### config.mk
export PLATFORM = sky130hd
export DESIGN_NAME = ext_unit_pipe
export DESIGN_NICKNAME = d
export VERILOG_FILES = /design/src/rtl/ext_unit_pipe.sv
export SDC_FILE = /design/constraint.sdc
export NUM_CORES = 1
export LEC_CHECK = 0
export CORE_AREA = 2 2 71 106
export CTS_CLUSTER_SIZE = 10
export DETAILED_ROUTE_END_ITERATION = 6
export DIE_AREA = 0 0 73 108
export GPL_TIMING_DRIVEN = 0
export HOLD_SLACK_MARGIN = 0.06
export PLACE_DENSITY = 0.71
export SETUP_SLACK_MARGIN = 0.2
export SYNTH_ARGS = -nofsm -noshare
export SYNTH_HDL_FRONTEND = slang
export SYNTH_SLANG_ARGS = --single-unit
### constraint.sdc
create_clock -name clk -period 1.9 [get_ports clk]
set_input_delay 0.285 -clock clk [delete_from_list [all_inputs] [get_ports clk]]
set_output_delay 0.285 -clock clk [all_outputs]
set_load 0.01 [all_outputs]
### src/rtl/ext_unit_pipe.sv
// Registered IN_W->OUT_W zero/sign/upper extender (upper placement only with EXT_LUI_EN), 1-cycle latency.
// Backpressure: 2-entry skid buffer; in_ready drops only while both entries are held.
module ext_unit_pipe #(
  parameter int IN_W  = 16,
  parameter int OUT_W = 32,
  parameter int TAG_W = 5
) (
  input  logic             clk,
  input  logic             rst,
  input  logic             flush,
  input  logic             in_valid,
  output logic             in_ready,
  input  logic [IN_W-1:0]  in_data,
  input  logic [1:0]       in_mode,
  input  logic [TAG_W-1:0] in_tag,
  output logic             out_valid,
  input  logic             out_ready,
  output logic [OUT_W-1:0] out_data,
  output logic [TAG_W-1:0] out_tag,
  output logic             busy
);

  localparam int PAD = OUT_W - IN_W;

  typedef enum logic [1:0] {EMPTY, ONE, TWO} state_t;

  typedef struct packed {
    logic [OUT_W-1:0] dat;
    logic [TAG_W-1:0] tag;
  } ent_t;

  state_t state;
  ent_t   out_ent;
  ent_t   skid_ent;
  ent_t   ext_ent;
  logic   in_xfer;
  logic   out_xfer;

  // Extension happens before the register so held entries are already final.
  always_comb begin
    ext_ent.tag = in_tag;
    ext_ent.dat = {{PAD{1'b0}}, in_data};
    case (in_mode)
      2'b01:   ext_ent.dat = {{PAD{in_data[IN_W-1]}}, in_data};
`ifdef EXT_LUI_EN
      2'b10:   ext_ent.dat = OUT_W'(in_data) << PAD;
`endif
      default: ext_ent.dat = {{PAD{1'b0}}, in_data};
    endcase
  end

  assign in_ready  = (state != TWO);
  assign out_valid = (state != EMPTY);
  assign busy      = (state != EMPTY);
  assign out_data  = out_ent.dat;
  assign out_tag   = out_ent.tag;
  assign in_xfer   = in_valid & in_ready;
  assign out_xfer  = out_valid & out_ready;

  always_ff @(posedge clk or posedge rst) begin
    if (rst) begin
      state    <= EMPTY;
      out_ent  <= '0;
      skid_ent <= '0;
    end else if (flush) begin
      state <= EMPTY;
    end else begin
      case (state)
        EMPTY: begin
          if (in_xfer) begin
            out_ent <= ext_ent;
            state   <= ONE;
          end
        end
        ONE: begin
          if (in_xfer && out_xfer) begin
            out_ent <= ext_ent;
          end else if (in_xfer) begin
            skid_ent <= ext_ent;
            state    <= TWO;
          end else if (out_xfer) begin
            state <= EMPTY;
          end
        end
        TWO: begin
          if (out_xfer) begin
            out_ent <= skid_ent;
            state   <= ONE;
          end
        end
        default: state <= EMPTY;
      endcase
    end
  end

endmodule
==> metrics.txt <==
CTS Buffer Depth 2; post-synthesis sequential area ratio 48.8%; skew final 0.00856 ns; DP HPWL 3250 um; Mapped Nets 178; CP Launch Point out_ready; vias 1449; setup TNS 0 ns; smallest hold slack 0.280 ns; final worst path period share 89.0%; Slew Viols, Final 0; antenna violations before repair 0; RSZ-0062 raised after global routing yes; Register Area 1150 um^2; Core Util, Final 49.5%; DIE AREA 7880 um^2; CTS tree built; Power per Cell Area 918 nW/um^2; Leak 1.67 nW; M1 wire length 1830 um; Die Height 108 um; Max Clock Freq 0.591 GHz; Hold-fix buffers, CTS 0; flops & latches, synth 46; IO Pins 68; Setup WS pre-CTS -0.170 ns; nets 265; placeable core region 6900 um^2; initial DRC count 81; vias per cell 4.59; Die Wd 73 um; max-cap viol count 0; total power 0.00313 W; area occupied by multi-input gates 1010 um^2; vias in the first global route 1453; first drt pass iteration count 4; clk root buf clkbuf_8; worst endpoint required time 2.08 ns; worst setup path class in2reg; Synth warnings 0; Clock Sinks 46; fillers 604; metal2 WL 2520 um; TritonCTS buffer count 5; run status finished clean; total gr overflow 0; worst-skew pair later-pin latency 0.29 ns; count of cell types in the netlist 20; final hold vios 0; Critical Path Fanout Max 10; final worst path period need 1.69 ns; port bufs 67; first-pass GRT wire length 7030 um; top cell type's share of synthesized area 48.8%; Synth area leaders dfrtp_1, mux2_4, mux2_2; wire length per cell 14.5 um; Worst setup EP type flop; Worst EP arrival 1.87 ns; met3 wire length 157 um; top layer in use met4; startpoint type of the worst setup path input port; Netlist Area Pre-Place 2360 um^2; GP Congestion 0.738; share of layout cells above drive strength 1 50.4%; cell taking the most area after synthesis dfrtp_1; DR DRC count 0; total track usage 11.7%; FP Rows 37; setup violators final 0; Worst-Margin Slew 0.360 ns; reg-to-reg startpoint state[1]; slew margin rel. 75.9%; Syn Area/Cell 15.7 um^2; Clock transition at path regs 0.08 ns; Synth Instances 150; largest net degree at the start of global routing 32; Layout area overhead 44.8%; final worst slack 0.209 ns; initial core utilization 34.2%; Worst VDD drop 570 uV; ant diodes 0; H-tree lvl count 2; Hold Path Class in2async; total wire length 4590 um; Routed Antenna Nets 0
[stage by stage]
stage,cells,area [um^2]
after CTS,309,3310
after global placement,295,3130
after floorplan,150,2360
final,316,3410
after global routing,316,3410
after detailed placement,296,3150
[timing repair]
action / CTS / global route
setup buffers: 5 / 6
cloned: 0 / 1
pin swaps: 1 / 2
gates resized for setup: 25 / 9
endpoints found under the setup margin: 39 / 43
[cells in the mapped netlist (all sizes together)]
library cell	instances
a21oi	1
or2	1
or3b	1
o21ba	1
nor2	1
dfrtp	46
and3b	1
mux2	66
nand4bb	1
buf	23
nand2	2
inv	1
o31ai	2
nor4b	1
nand2b	1
mux2i	1
[flip-flops by register name (all words and copies together), names as in the netlist]
signal    cells
out_tag       5
out_data     17
state         2
skid_ent     22
[cells in the final DEF (no fill, tap or decap)]
cell / n
a21oi_1: 1
and3b_1: 1
buf_12: 3
buf_2: 1
buf_4: 24
buf_6: 6
buf_8: 2
bufinv_16: 2
clkbuf_16: 1
clkbuf_8: 6
clkdlybuf4s50_1: 48
dfrtp_1: 44
dfrtp_2: 2
dlygate4sd2_1: 17
dlymetal6s2s_1: 1
inv_2: 1
mux2_2: 30
mux2_4: 36
mux2i_2: 1
nand2_1: 2
nand2b_4: 1
nand4bb_1: 1
nor2_1: 1
nor4b_1: 1
o21ba_2: 1
o31ai_1: 1
o31ai_4: 1
or2_4: 1
or3b_2: 1
[cells by family (layout without fill, tap and decap cells)]
family	after synthesis	count (layout)	share of synthesized area, %
muxes	67	67	37.7
DFF	46	46	48.8
buffers and inverters	24	112	9.07
and+or+nand+nor	9	9	2.60
AOI/OAI and AO/OA	4	4	1.86
[layer usage]
layer	vias up	GRT usage [%]
met5	-	0
met4	0	5.16
met3	7	1.96
met2	41	21.8
met1	714	12.7
li1	687	-
[final timing paths]
path                            cells past startpoint  slack (ns)           end
worst max-delay path                                6        0.21  out_data[10]
worst min-delay path                                2        0.28   skid_ent[6]
worst max register to register                      6        0.23  out_data[10]
worst min register to register                      1        0.51  skid_ent[10]
max in group asynchronous                           3        1.14  out_data[30]
min in group clk                                    1        0.51  skid_ent[10]
[worst max-delay path, stage by stage]
cell and delay [ns]:
clkdlybuf4s50_1 0.60, mux2i_2 0.14, o31ai_4 0.23, buf_4 0.17, buf_12 0.14, mux2_4 0.30
[cell type report]
class                   instances  area share (%)
plain buffers                  23            6.56
well taps                      78            2.86
clock inverters                 2            1.76
repair buffers                 80            23.0
flip-flops and latches         46            33.8
inverters                       1           0.110
multi-input cells              80            29.5
clock buffers                   6            2.42
[where the power goes]
| group | total (W) | leakage (nW) | internal, W | switching (W) |
|---|---|---|---|---|
| clock network | 0.000888 | 0.0714 | 0.000561 | 0.000327 |
| logic | 0.000916 | 1.04 | 0.000626 | 0.000290 |
| registers | 0.00133 | 0.556 | 0.00121 | 0.000118 |
| total | 0.00313 | 1.67 | 0.00240 | 0.000735 |
(Power assumes the default switching activity.)
